$ cat src/rtl/viterbi_frame_ctrl_if.sv
// -----------------------------------------------------------------------------
// viterbi_frame_ctrl_if
// Bundles every non-clock/reset signal of the Viterbi frame sequencer.
//
// Signal groups:
//   symbol input   : sym_in[1:0], sym_valid, sym_ready
//   datapath feed  : bm_sym[1:0], bm_valid, refresh
//   datapath result: res_valid, res_metric_xx[3:0], res_path_xx[7:0]
//   decoded output : out_data[7:0], out_valid, out_ready (+ out_metric[3:0]
//                    when VITERBI_CTRL_METRIC_OUT_EN is defined)
//   status         : busy, timeout_err
//
// Modports:
//   master : controller view (drives sym_ready, bm_*, refresh, out_*, status)
//   slave  : surrounding system view (source, datapath, sink)
// -----------------------------------------------------------------------------
interface viterbi_frame_ctrl_if;
    logic [1:0] sym_in;
    logic       sym_valid;
    logic       sym_ready;

    logic [1:0] bm_sym;
    logic       bm_valid;
    logic       refresh;

    logic       res_valid;
    logic [3:0] res_metric_00;
    logic [3:0] res_metric_01;
    logic [3:0] res_metric_10;
    logic [3:0] res_metric_11;
    logic [7:0] res_path_00;
    logic [7:0] res_path_01;
    logic [7:0] res_path_10;
    logic [7:0] res_path_11;

    logic [7:0] out_data;
    logic       out_valid;
    logic       out_ready;

    logic       busy;
    logic       timeout_err;

`ifdef VITERBI_CTRL_METRIC_OUT_EN
    logic [3:0] out_metric;
`endif

    modport master (
`ifdef VITERBI_CTRL_METRIC_OUT_EN
        output out_metric,
`endif
        input  sym_in, sym_valid,
        output sym_ready,
        output bm_sym, bm_valid, refresh,
        input  res_valid,
        input  res_metric_00, res_metric_01, res_metric_10, res_metric_11,
        input  res_path_00, res_path_01, res_path_10, res_path_11,
        output out_data, out_valid,
        input  out_ready,
        output busy, timeout_err
    );

    modport slave (
`ifdef VITERBI_CTRL_METRIC_OUT_EN
        input  out_metric,
`endif
        output sym_in, sym_valid,
        input  sym_ready,
        input  bm_sym, bm_valid, refresh,
        output res_valid,
        output res_metric_00, res_metric_01, res_metric_10, res_metric_11,
        output res_path_00, res_path_01, res_path_10, res_path_11,
        input  out_data, out_valid,
        output out_ready,
        input  busy, timeout_err
    );
endinterface

$ cat src/rtl/viterbi_frame_ctrl.sv
// -----------------------------------------------------------------------------
// viterbi_frame_ctrl
// Frame-level sequencer for the Viterbi add-compare-select pipeline. Accepts
// FRAME_LEN 2-bit code symbols, forwards each one (registered) to the
// branch-metric unit, waits for the last stage's result, picks the survivor
// with the smallest metric, hands the decoded byte downstream and then pulses
// refresh to clear the pipeline for the next frame.
//
// Parameters:
//   FRAME_LEN : symbols per frame (2..15)
//   TIMEOUT   : cycles allowed in WAIT before the frame is aborted (1..255)
//
// Ports:
//   clk : rising-edge clock
//   rst : synchronous reset, active-high
//   bus : viterbi_frame_ctrl_if.master (symbol, datapath, output, status)
//
// Optional feature macro:
//   VITERBI_CTRL_METRIC_OUT_EN : adds bus.out_metric, the selected minimum
//                                metric, registered alongside out_data.
// -----------------------------------------------------------------------------
module viterbi_frame_ctrl #(
    parameter int unsigned FRAME_LEN = 8,
    parameter int unsigned TIMEOUT   = 32
) (
    input  logic                 clk,
    input  logic                 rst,
    viterbi_frame_ctrl_if.master bus
);

    localparam logic [3:0] FRAME_LEN_C  = 4'(FRAME_LEN);
    localparam logic [7:0] TIMEOUT_LAST = 8'(TIMEOUT - 1);

    typedef enum logic [2:0] {
        ST_IDLE,
        ST_FEED,
        ST_WAIT,
        ST_HOLD,
        ST_FLUSH
    } state_t;

    state_t     state_q,    state_d;
    logic [3:0] sym_cnt_q,  sym_cnt_d;
    logic [7:0] wait_cnt_q, wait_cnt_d;
    logic [1:0] bm_sym_q,   bm_sym_d;
    logic       bm_valid_q, bm_valid_d;
    logic [7:0] out_data_q, out_data_d;
    logic       out_valid_q, out_valid_d;
    logic [3:0] sel_metric;
    logic [7:0] sel_path;
    logic [3:0] sym_cnt_inc;
    logic       sym_ready;
    logic       handshake;
    logic       refresh;
    logic       timeout_err;
`ifdef VITERBI_CTRL_METRIC_OUT_EN
    logic [3:0] out_metric_q, out_metric_d;
`endif

    // Minimum-metric survivor. Strict '<' keeps the earlier index on a tie,
    // giving the 00 > 01 > 10 > 11 preference the datapath's '<=' uses.
    always_comb begin
        sel_metric = bus.res_metric_00;
        sel_path   = bus.res_path_00;
        if (bus.res_metric_01 < sel_metric) begin
            sel_metric = bus.res_metric_01;
            sel_path   = bus.res_path_01;
        end
        if (bus.res_metric_10 < sel_metric) begin
            sel_metric = bus.res_metric_10;
            sel_path   = bus.res_path_10;
        end
        if (bus.res_metric_11 < sel_metric) begin
            sel_metric = bus.res_metric_11;
            sel_path   = bus.res_path_11;
        end
    end

    // sym_ready is forced low during reset so no symbol is ever lost to it.
    assign sym_ready   = !rst && (state_q == ST_IDLE || state_q == ST_FEED);
    assign handshake   = bus.sym_valid && sym_ready;
    assign sym_cnt_inc = sym_cnt_q + 4'd1;

    always_comb begin
        // NOTE: every always_comb output gets a default before any branch;
        // a path that skipped an assignment would infer a latch.
        state_d      = state_q;
        sym_cnt_d    = sym_cnt_q;
        wait_cnt_d   = wait_cnt_q;
        bm_sym_d     = bm_sym_q;
        bm_valid_d   = 1'b0;
        out_data_d   = out_data_q;
        out_valid_d  = out_valid_q;
        refresh      = 1'b0;
        timeout_err  = 1'b0;
`ifdef VITERBI_CTRL_METRIC_OUT_EN
        out_metric_d = out_metric_q;
`endif

        case (state_q)
            ST_IDLE: begin
                if (handshake) begin
                    bm_sym_d   = bus.sym_in;
                    bm_valid_d = 1'b1;
                    sym_cnt_d  = 4'd1;
                    state_d    = ST_FEED;
                end
            end

            ST_FEED: begin
                // No handshake is a bubble: state held, bm_valid stays 0.
                if (handshake) begin
                    bm_sym_d   = bus.sym_in;
                    bm_valid_d = 1'b1;
                    sym_cnt_d  = sym_cnt_inc;
                    if (sym_cnt_inc == FRAME_LEN_C) begin
                        state_d = ST_WAIT;
                    end
                end
            end

            ST_WAIT: begin
                wait_cnt_d = wait_cnt_q + 8'd1;
                // A result arriving in the last allowed cycle still wins.
                if (bus.res_valid) begin
                    out_data_d   = sel_path;
                    out_valid_d  = 1'b1;
`ifdef VITERBI_CTRL_METRIC_OUT_EN
                    out_metric_d = sel_metric;
`endif
                    state_d      = ST_HOLD;
                end else if (wait_cnt_q == TIMEOUT_LAST) begin
                    timeout_err = 1'b1;
                    state_d     = ST_FLUSH;
                end
            end

            ST_HOLD: begin
                if (bus.out_ready) begin
                    out_valid_d = 1'b0;
                    state_d     = ST_FLUSH;
                end
            end

            ST_FLUSH: begin
                refresh    = 1'b1;
                sym_cnt_d  = 4'd0;
                wait_cnt_d = 8'd0;
                state_d    = ST_IDLE;
            end

            default: begin
                state_d = ST_IDLE;
            end
        endcase
    end

    always_ff @(posedge clk) begin
        // NOTE: sequential state uses non-blocking '<=' so every register
        // samples the pre-edge value regardless of statement order.
        if (rst) begin
            state_q      <= ST_IDLE;
            sym_cnt_q    <= 4'd0;
            wait_cnt_q   <= 8'd0;
            bm_sym_q     <= 2'd0;
            bm_valid_q   <= 1'b0;
            out_data_q   <= 8'd0;
            out_valid_q  <= 1'b0;
`ifdef VITERBI_CTRL_METRIC_OUT_EN
            out_metric_q <= 4'd0;
`endif
        end else begin
            state_q      <= state_d;
            sym_cnt_q    <= sym_cnt_d;
            wait_cnt_q   <= wait_cnt_d;
            bm_sym_q     <= bm_sym_d;
            bm_valid_q   <= bm_valid_d;
            out_data_q   <= out_data_d;
            out_valid_q  <= out_valid_d;
`ifdef VITERBI_CTRL_METRIC_OUT_EN
            out_metric_q <= out_metric_d;
`endif
        end
    end

    assign bus.sym_ready   = sym_ready;
    assign bus.bm_sym      = bm_sym_q;
    assign bus.bm_valid    = bm_valid_q;
    assign bus.refresh     = refresh;
    assign bus.out_data    = out_data_q;
    assign bus.out_valid   = out_valid_q;
    assign bus.busy        = (state_q != ST_IDLE);
    assign bus.timeout_err = timeout_err;
`ifdef VITERBI_CTRL_METRIC_OUT_EN
    assign bus.out_metric  = out_metric_q;
`endif

endmodule

$ cat src/flat_wrapper.sv
// flat-port wrapper written by rule: the top's interface ports become plain ports
module viterbi_frame_ctrl_flat 
#(
    parameter int unsigned FRAME_LEN = 8,
    parameter int unsigned TIMEOUT   = 32
)
  (clk, rst, bus_sym_in, bus_sym_valid, bus_sym_ready, bus_bm_sym, bus_bm_valid, bus_refresh, bus_res_valid, bus_res_metric_00, bus_res_metric_01, bus_res_metric_10, bus_res_metric_11, bus_res_path_00, bus_res_path_01, bus_res_path_10, bus_res_path_11, bus_out_data, bus_out_valid, bus_out_ready, bus_busy, bus_timeout_err);
  viterbi_frame_ctrl_if bus_i ();
  input  logic clk;
  input  logic rst;
  input wire logic [$bits(bus_i.sym_in)-1:0] bus_sym_in;
  input wire logic [$bits(bus_i.sym_valid)-1:0] bus_sym_valid;
  output wire logic [$bits(bus_i.sym_ready)-1:0] bus_sym_ready;
  output wire logic [$bits(bus_i.bm_sym)-1:0] bus_bm_sym;
  output wire logic [$bits(bus_i.bm_valid)-1:0] bus_bm_valid;
  output wire logic [$bits(bus_i.refresh)-1:0] bus_refresh;
  input wire logic [$bits(bus_i.res_valid)-1:0] bus_res_valid;
  input wire logic [$bits(bus_i.res_metric_00)-1:0] bus_res_metric_00;
  input wire logic [$bits(bus_i.res_metric_01)-1:0] bus_res_metric_01;
  input wire logic [$bits(bus_i.res_metric_10)-1:0] bus_res_metric_10;
  input wire logic [$bits(bus_i.res_metric_11)-1:0] bus_res_metric_11;
  input wire logic [$bits(bus_i.res_path_00)-1:0] bus_res_path_00;
  input wire logic [$bits(bus_i.res_path_01)-1:0] bus_res_path_01;
  input wire logic [$bits(bus_i.res_path_10)-1:0] bus_res_path_10;
  input wire logic [$bits(bus_i.res_path_11)-1:0] bus_res_path_11;
  output wire logic [$bits(bus_i.out_data)-1:0] bus_out_data;
  output wire logic [$bits(bus_i.out_valid)-1:0] bus_out_valid;
  input wire logic [$bits(bus_i.out_ready)-1:0] bus_out_ready;
  output wire logic [$bits(bus_i.busy)-1:0] bus_busy;
  output wire logic [$bits(bus_i.timeout_err)-1:0] bus_timeout_err;
  assign bus_i.sym_in = bus_sym_in;
  assign bus_i.sym_valid = bus_sym_valid;
  assign bus_sym_ready = bus_i.sym_ready;
  assign bus_bm_sym = bus_i.bm_sym;
  assign bus_bm_valid = bus_i.bm_valid;
  assign bus_refresh = bus_i.refresh;
  assign bus_i.res_valid = bus_res_valid;
  assign bus_i.res_metric_00 = bus_res_metric_00;
  assign bus_i.res_metric_01 = bus_res_metric_01;
  assign bus_i.res_metric_10 = bus_res_metric_10;
  assign bus_i.res_metric_11 = bus_res_metric_11;
  assign bus_i.res_path_00 = bus_res_path_00;
  assign bus_i.res_path_01 = bus_res_path_01;
  assign bus_i.res_path_10 = bus_res_path_10;
  assign bus_i.res_path_11 = bus_res_path_11;
  assign bus_out_data = bus_i.out_data;
  assign bus_out_valid = bus_i.out_valid;
  assign bus_i.out_ready = bus_out_ready;
  assign bus_busy = bus_i.busy;
  assign bus_timeout_err = bus_i.timeout_err;
  viterbi_frame_ctrl #(.FRAME_LEN(FRAME_LEN), .TIMEOUT(TIMEOUT)) u_core (.clk(clk), .rst(rst), .bus(bus_i));
endmodule
$ cat config.mk
export PLATFORM = sky130hd
export DESIGN_NAME = viterbi_frame_ctrl_flat
export DESIGN_NICKNAME = d
export VERILOG_FILES = /design/src/rtl/viterbi_frame_ctrl_if.sv /design/src/rtl/viterbi_frame_ctrl.sv /design/src/flat_wrapper.sv
export SDC_FILE = /design/constraint.sdc
export NUM_CORES = 1
export LEC_CHECK = 0
export BUFFER_PORTS_ARGS = -buffer_cell sky130_fd_sc_hd__buf_2
export CAP_MARGIN = 15
export CORE_MARGIN = 4
export CORE_UTILIZATION = 53
export DETAILED_ROUTE_END_ITERATION = 10
export PLACE_DENSITY = 0.93
export SYNTH_ARGS = -nofsm -noshare
export SYNTH_HDL_FRONTEND = slang
export SYNTH_SLANG_ARGS = --single-unit
$ cat constraint.sdc
create_clock -name clk -period 10.5 [get_ports clk]
set_clock_uncertainty 0.15 [all_clocks]
set_input_delay 0 -clock clk [delete_from_list [all_inputs] [get_ports clk]]
set_output_delay 0 -clock clk [all_outputs]
set_load 0.1 [all_outputs]
==> results of run 1 <==
[routing by layer]
layer / up-vias / routed length, µm / GRT usage
met5: - / 0 / 0
met4: 0 / 170 / 0.0939
met3: 22 / 406 / 0.0438
met2: 91 / 2830 / 0.444
met1: 943 / 2060 / 0.289
li1: 978 / - / -
[layout by cell type (no fill, tap or decap), types with 2 or more instances in the layout]
master,n
sky130_fd_sc_hd__a211oi_1,2
sky130_fd_sc_hd__a21o_1,2
sky130_fd_sc_hd__a21oi_1,13
sky130_fd_sc_hd__and2_1,3
sky130_fd_sc_hd__and3_1,2
sky130_fd_sc_hd__buf_2,70
sky130_fd_sc_hd__clkbuf_4,3
sky130_fd_sc_hd__dfxtp_1,27
sky130_fd_sc_hd__dlygate4sd3_1,27
sky130_fd_sc_hd__ha_1,13
sky130_fd_sc_hd__inv_1,15
sky130_fd_sc_hd__mux2_1,2
sky130_fd_sc_hd__mux2_2,9
sky130_fd_sc_hd__mux2i_1,10
sky130_fd_sc_hd__nand2_1,21
sky130_fd_sc_hd__nand2b_1,4
sky130_fd_sc_hd__nand3_1,7
sky130_fd_sc_hd__nand3b_1,2
sky130_fd_sc_hd__nand4_1,3
sky130_fd_sc_hd__nor2_1,26
sky130_fd_sc_hd__nor2b_1,4
sky130_fd_sc_hd__nor3b_1,2
sky130_fd_sc_hd__o21ai_0,7
sky130_fd_sc_hd__o221ai_1,7
sky130_fd_sc_hd__or3_1,2
[cell families (layout without fill, tap and decap cells)]
family                   count (synthesis)  count (layout)  share of synthesized area
AND/OR/NAND/NOR                         86              86                      0.238
AO/OA/AOI/OAI                           47              47                      0.194
flip-flops                              27              27                      0.295
buffers and inverters                   23             116                     0.0567
multiplexers                            21              21                      0.122
adder cells (fa/ha/maj)                 13              13                     0.0888
XOR/XNOR                                 1               1                    0.00478
[metrics by stage]
step,instances,cell area (µm²)
floorplan,218,1830
global placement,326,2190
detailed placement,326,2190
CTS,357,2490
global route,357,2490
finish,357,2490
[worst max path at each step]
stage                                   to  slack (ns)
CTS                 u_core.bus.out_data[0]        5.49
finish              u_core.bus.out_data[2]        5.25
detailed placement  u_core.bus.out_data[5]        5.68
floorplan           u_core.bus.out_data[5]        6.26
global placement    u_core.bus.out_data[5]        5.89
global route        u_core.bus.out_data[2]        5.02
[report_power, final]
group          internal (W)   total, W  leakage (nW)  switching, W
Clock             0.0000143  0.0000452        0.0177     0.0000308
Sequential         0.000112   0.000122         0.219     0.0000106
Combinational     0.0000591   0.000173         0.950      0.000114
[repair_timing]
item | in CTS | in global routing
hold buffers | 27 | 0
setup endpoints to repair | 0 | 0
endpoints found under the hold margin | 21 | 0
[critical path: cells and delay by family]
kind,cells,cell delay [ns]
AO/OA/AOI/OAI,8,2.61
buffers and inverters,3,0.74
AND/OR/NAND/NOR,3,0.79
multiplexers,1,0.32
adder cells (fa/ha/maj),3,0.90
[flip-flops by register name (all words and copies together) (netlist names)]
name	count
u_core.bus.out_data	8
u_core.wait_cnt_q	8
u_core.sym_cnt_q	4
u_core.state_q	3
u_core.bus.bm_sym	2
u_core.bus.bm_valid	1
u_core.bus.out_valid	1
[layout make-up]
| cell class | count | area [µm²] |
|---|---|---|
| clock inverters | 1 | 5.00 |
| repair buffers | 97 | 621 |
| inverters | 15 | 56.3 |
| clock buffers | 3 | 22.5 |
| fillers | 245 | 847 |
| well taps | 46 | 57.6 |
| multi-input cells | 168 | 1190 |
| flip-flops and latches | 27 | 541 |
==> results.md, run 1 <==
STA:
- The final number of setup-violating endpoints is 0.
- The setup total negative slack is 0 ns.
- The final worst-path cycle share is 0.500.
- Setup repair after global routing left no endpoint under its margin.
- The upper clock frequency limit is 190 MHz.
- For the pin with the worst max-slew slack, the measured transition is 0.660 ns.
- The count of final max-slew check failures is 0.
- The worst hold slack is roughly 0.025 ns.
- The number of hold-slack violations in the final timing report is 0.
- The final critical-path required period is 5.25 ns.
- The worst pin sits at a relative slew slack of 0.559.
- In the post-route analysis, the smallest setup slack over all paths is 5.25 ns.

Detailed routing:
- The DRC violation count after routing is 0.
- The iteration-0 DRC count of the detailed router is 171.
- The wire length reported by the detailed router is between 5000 and 6000 µm.
- Dividing the detail-routed wire length by the instance count gives roughly 15 µm.
- For this block, the via count after detailed routing is approximately 2000.
- Using the TritonRoute via totals, the vias-per-cell ratio works out to roughly 5.7.
- The remaining antenna violation count after routing is 0.
- The detailed-router iteration count before antenna repair is 4.

Clock tree:
- The total of cells resized after clock tree synthesis is 0.
- The CTS root buffer is sky130_fd_sc_hd__clkbuf_4.
- The later pin in the worst-skew pair is clocked with a latency of approximately 0.33 ns.
- The maximum buffer depth of the clock tree is 2.
- The total setup buffers inserted after CTS is 0.
- The clock edge transition at the registers on the reported setup and hold paths is approximately 0.15 ns.
- The number of sinks handled by clock tree synthesis is 27.
- TritonCTS built the clock tree.
- The total CTS buffers is 3.
- The number of H-tree branching levels is 1.

Cells and area:
- The signed area change from the synthesized netlist to the final layout is 35.9%.
- For this run, the share of the core covered by cells in the final layout is 0.746.
- The fraction of layout cells with a size suffix above 1 is 0.296.
- The antenna diode count is 0.
- The number of nets in the layout is 380.

GRT:
- The pin count of the biggest net entering global routing is 26.
- The aggregate global routing overflow is 0.
- The via count of the first global-routing pass came to between 1500 and 2000.
- The number of antenna violations at the first check in global routing is 0.
- The first global-routing pass estimated about 8500 µm of wire.
- For this run, the total global-route usage over all layers was measured as 0.247.

Synthesis:
- The number of warnings reported in the yosys synthesis log is 0.
- Yosys mapped the design onto 52 distinct sky130hd cell types.
- The total of flip-flops plus latches after synthesis is 27.
- The number of enable flip-flop cells after synthesis is 0.
- Synthesis handed over a netlist of 218 instances.
- The average cell area after synthesis is roughly 8.4 µm².
- Yosys instantiated no cell more often than sky130_fd_sc_hd__dfxtp_1.
- After synthesis, the cell types taking the most area are sky130_fd_sc_hd__dfxtp_1 30%, sky130_fd_sc_hd__ha_1 8.9%, sky130_fd_sc_hd__mux2_2 5.5%.
- The area share of the largest cell type after synthesis is 0.295.
- For this run, the leading register cell type out of synthesis is sky130_fd_sc_hd__dfxtp_1.
- The cell taking the most area after synthesis is sky130_fd_sc_hd__dfxtp_1.
- The cell area after synthesis is around 0.0018 mm².
- For this run, the register share of the synthesized area comes to 0.295.
- The async set-reset flop share out of synthesis is 0.
- By count the netlist is led by 27 x sky130_fd_sc_hd__dfxtp_1, 26 x sky130_fd_sc_hd__nor2_1, 21 x sky130_fd_sc_hd__nand2_1.
- The number of nets in the synthesized netlist is ~290.

Floorplanning:
- The initial utilization of the core area, before any placement, comes to 0.549.
- Measured along the y axis, the die boundary spans between 60 and 70 µm.
- The top-level I/O count is about 70.
- The site row count is 21.
- The die area is about 0.0045 mm².
- From left edge to right edge, the die measures 66.8 µm.
- After floorplanning, the core was sized to cover 0.00334 mm².

Hold path:
- The hold path startpoint is bus_res_valid.
- Along the worst hold path, the cell count comes to 3.
- The worst hold path terminates at u_core.state_q[1].
- The class of the tightest hold or removal check is input port to register.

Setup path:
- In this run the worst path has a maximum fanout of 12.
- The worst register-to-register path has a setup slack of slightly below 8 ns.
- The type of the setup path with the least slack is input port to register.
- For the worst setup path, the data required time is 10.63 ns.
- For the worst flop-to-flop path, the logic depth is 7.
- The element type at the critical path end is a register.
- The cell that appears most often on the critical path is sky130_fd_sc_hd__ha_1.
- The critical path startpoint is bus_res_metric_00[3].
- The sort of element at the start of the critical path is an input port.
- In this design, the stage delay of the slowest critical-path cell is between 0.6 and 0.7 ns.
- The critical path goes through buf_2, inv_1, ha_1, and3_1, a221oi_4, mux2i_1, ha_1, or2_2, a311o_2, o41a_1, o21ai_0, ha_1, o211ai_1, a21oi_1, a221oi_1, nand3_2, o221ai_1, dlygate4sd3_1.
- The worst register-to-register path begins at u_core.state_q[1].
- The worst register-to-register path ends at u_core.bus.out_valid.
- The master of the slowest instance on the critical path is sky130_fd_sc_hd__dlygate4sd3_1.
- The data arrival at the endpoint of the critical path is 5.38 ns.

Placed design:
- The HPWL after detailed placement is ~3700 µm.
- The congestion estimate from routability-driven global placement came to around 0.84.
- The number of port buffers is 70.
- At the placement stage, the worst setup path has a slack of approximately 5.7 ns.

Power:
- Dividing total power by cell area gives a power density of between 100 and 150 mW/mm².
- The worst-case IR drop observed on VDD is approximately 110 µV.
- The standby leakage power is about 1.2 nW.
- The overall power of the completed layout is 0.000340 W.

Status:
- The flow ran to the end, and the final reports show no timing, DRC or antenna violations.

Flow run:
- The count of max-cap constraint violations is 0.
Note: power is estimated with default switching activity, not from simulation.
==> inputs of run 2 (changes only) <==
--- a/config.mk
+++ b/config.mk
@@ -8,9 +8,9 @@
 export BUFFER_PORTS_ARGS = -buffer_cell sky130_fd_sc_hd__buf_2
 export CAP_MARGIN = 15
 export CORE_MARGIN = 4
-export CORE_UTILIZATION = 53
+export CORE_UTILIZATION = 49
 export DETAILED_ROUTE_END_ITERATION = 10
-export PLACE_DENSITY = 0.93
+export PLACE_DENSITY = 0.87
 export SYNTH_ARGS = -nofsm -noshare
 export SYNTH_HDL_FRONTEND = slang
 export SYNTH_SLANG_ARGS = --single-unit
==> constraint.sdc (replaced) <==
create_clock -name clk -period 5.3 [get_ports clk]
set_clock_uncertainty 0.15 [all_clocks]
set_input_delay 0 -clock clk [delete_from_list [all_inputs] [get_ports clk]]
set_output_delay 0 -clock clk [all_outputs]
set_load 0.1 [all_outputs]
==> run 2 against run 1 <==
Against the previous run: setup slack got worse by 4.8 ns; core utilization decreased by 3.0 points; worst hold slack improved by 0.063 ns; via count fell by 2.7%; cell count fell by 0.84%; wire length is 3.8% lower; total power up 100%.
==> results.md, run 2 (synthesis results as in run 1) <==
Status:
- The run finished with clean final reports.

STA:
- The count of final max-slew check failures is 0.
- The remaining max-slew budget at the tightest pin is 0.570.
- The final number of setup-violating endpoints is 0.
- At the pin with the least slew margin, the transition time is approximately 0.64 ns.
- For the final routed database, the setup TNS stands at 0 ns.
- Setup repair after global routing left no endpoint under its margin.
- The clock period could shrink to roughly 4.8 ns.
- The number of hold-slack violations in the final timing report was 0.
- Of the available clock period, the critical path in the final layout requires 0.914.
- Derived from the worst setup path, the maximum achievable clock frequency is roughly 210 MHz.

Cells and area:
- The total area of multi-input combinational cells is around 0.0012 mm².
- The library cells used most frequently in the layout, excluding fill and tap cells, are 70 x sky130_fd_sc_hd__buf_2, 27 x sky130_fd_sc_hd__dfxtp_1, 26 x sky130_fd_sc_hd__nor2_1, 23 x sky130_fd_sc_hd__dlygate4sd3_1, 21 x sky130_fd_sc_hd__nand2_1.
- The storage element area is between 500 and 600 µm².
- The fraction of layout cells with a size suffix above 1 is 0.305.
- The post-layout instance count excluding filler cells is 354.
- The filler cells instantiated in the layout total about 270.
- 0 antenna diodes ended up in the layout.
- Relative to the synthesized area, the layout overhead comes to 35.5%.
- At the end of the flow, the number of nets in the layout was approximately 380.
- The library cell used most frequently in the layout, excluding fill and tap cells, is sky130_fd_sc_hd__buf_2.

Detailed routing:
- The remaining antenna violation count after routing is 0.
- The DRC violation count after routing is 0.
- The routed length per placed instance is approximately 15 µm.
- The routed via count is around 2000.
- The post-detailed-route via-to-cell ratio is around 5.6.
- For this block, the initial DRC count from the detailed router was around 100.
- The first detailed-routing pass ran for 5 iterations.
- The wire length reported by the detailed router is between 5000 and 6000 µm.

Hold path:
- The hold-critical path depth is 3.
- The endpoint of the worst hold path is u_core.state_q[1].
- The hold path startpoint is bus_res_valid.
- The class of the tightest hold or removal check is input port to register.

Clock tree:
- In this run the number of H-tree levels came out at 1.
- Clock tree synthesis found a total of 27 sinks.
- The maximum buffer depth of the clock tree is 2.
- The clock latency on the worst-skew pair is around 0.28 ns.
- Counting the buffers created by CTS gives 3.
- The CTS root buffer is sky130_fd_sc_hd__clkbuf_8.
- The clock edge transition at the registers on the reported setup and hold paths is 0.09 ns.
- The clock tree from TritonCTS is done.

Setup path:
- The worst register-to-register path has a setup slack of between 2 and 3 ns.
- The data arrival at the endpoint of the critical path is 4.92 ns.
- The worst register-to-register path ends at u_core.bus.out_valid.
- The cell family contributing the most delay on the critical path is compound AO/OA/AOI/OAI gates.
- The worst setup path is captured at a register.
- The cell type with the highest occurrence count on the critical path is sky130_fd_sc_hd__ha_1.
- Counting both buffers and inverters, the worst setup path holds a total of 2.
- For this run, the slowest stage of the critical path takes approximately 0.58 ns.
- The setup path with the least slack is of type input port to register.
- The critical path data required time is 5.38 ns.
- Counting cells, the worst reg-to-reg path comes to 6.
- The startpoint identified for the worst register-to-register timing path is u_core.state_q[1].
- The critical path startpoint is bus_res_metric_01[3].
- The signal on the critical path passes through buf_2, ha_1, and3_1, a221oi_4, mux2i_1, ha_1, or2_2, a311o_2, o41a_1, nand2_1, o21ai_0, ha_1, o211ai_1, a21oi_1, a221oi_2, nand3_2, o221ai_1, dlygate4sd3_1.
- The master of the slowest instance on the critical path is sky130_fd_sc_hd__dlygate4sd3_1.
- The sort of element at the start of the critical path is an input port.
- The largest fanout on the critical path is 12.

GRT:
- The aggregate global routing overflow is 0.
- Across every metal layer, demand over resource in global routing totals 0.218.
- The via count of the first global-routing pass is ~2000.
- The first-pass GRT wire length is approximately 8700 µm.
- The pin count of the biggest net entering global routing is 26.
- The number of antenna violations at the first check in global routing is 0.

Placed design:
- The post-DP HPWL is around 3600 µm.
- The routability congestion estimate is 0.816.
- The number of port buffers is 70.
- The number of placed cells counting well taps is between 300 and 400.

Floorplanning:
- The floorplan step set the die height to a little under 70 µm.
- The die covers roughly 0.0048 mm².
- The placeable core region is roughly 0.0035 mm².
- After floorplanning, the core was divided into 21 placement rows.
- The top-level I/O count is 71.
- The die width is 69.1 µm.
- The initial standard-cell utilization of the core is 0.528.

Power:
- In this run the static leakage power is around 1.2 nW.
- The power density over cell area is roughly 280 mW/mm².
- The worst IR drop on VDD is roughly 170 µV.

Flow run:
- Max-cap violations in this run came to 0.
run 2: cell count changes in the layout (fill, tap and decap cells not counted):
cell	change
sky130_fd_sc_hd__dlygate4sd3_1	-4
sky130_fd_sc_hd__clkbuf_8	+3
sky130_fd_sc_hd__a221oi_2	+1
sky130_fd_sc_hd__clkbuf_4	-3
sky130_fd_sc_hd__a221oi_1	-1
sky130_fd_sc_hd__buf_4	+1
run 2: stage by stage:
| step | total power [W] | util | cell area, µm² | setup WS (ns) | hold slack [ns] |
|---|---|---|---|---|---|
| after floorplan | 0.000492 | - | 1830 | 1.06 | -0.0414 |
| after global placement | 0.000544 | 0.632 | 2190 | 0.684 | 0.0543 |
| after detailed placement | 0.000549 | 0.632 | 2190 | 0.491 | 0.0590 |
| after CTS | 0.000689 | 0.712 | 2470 | 0.183 | 0.0899 |
| after global routing | 0.000737 | 0.716 | 2480 | 0.144 | 0.120 |
| final | 0.000697 | 0.716 | 2480 | 0.457 | 0.0880 |
run 2: metal layers:
layer,part of all wire,global-route usage,vias to the layer above
met5,0,0,-
met4,0.050,0.121,0
met3,0.057,0.0640,29
met2,0.50,0.370,75
met1,0.39,0.241,907
li1,-,-,968
run 2: how the worst max path moves through the flow:
stage / to / slack [ns] / cells after the start
5_1_grt: u_core.bus.out_data[1] / 0.14 / 19
3_3_place_gp: u_core.bus.out_data[5] / 0.68 / 17
4_1_cts: u_core.bus.out_data[1] / 0.18 / 18
6_report: u_core.bus.out_data[0] / 0.46 / 18
2_1_floorplan: u_core.bus.out_data[5] / 1.06 / 18
3_5_place_dp: u_core.bus.out_data[5] / 0.49 / 17
run 2: layout make-up:
type | instances | area share
multi-input cells | 168 | 0.481
clock inverters | 1 | 0.00202
inverters | 15 | 0.0227
flip-flops and latches | 27 | 0.218
clock buffers | 3 | 0.0166
repair buffers | 94 | 0.237
well taps | 46 | 0.0232
run 2: report_power, final:
part	leakage, nW	switching (W)	internal (W)
combinational	0.944	0.000224	0.000115
clock	0.0255	0.0000646	0.0000528
sequential	0.219	0.0000198	0.000221
total	1.19	0.000308	0.000388
run 2: worst register-to-register path, delay by kind of cell (launching register included):
kind / cells / cell delay [ns]
flops: 1 / 0.51
buf+inv: 2 / 1.15
simple gates: 3 / 0.53
compound gates: 1 / 0.17
run 2: what timing repair did:
action / CTS / global route
endpoints found under the setup margin: 0 / 8
endpoints found under the hold margin: 15 / 0
buffers inserted: 0 / 1
gates resized for setup: 0 / 1
hold buffers: 23 / 0
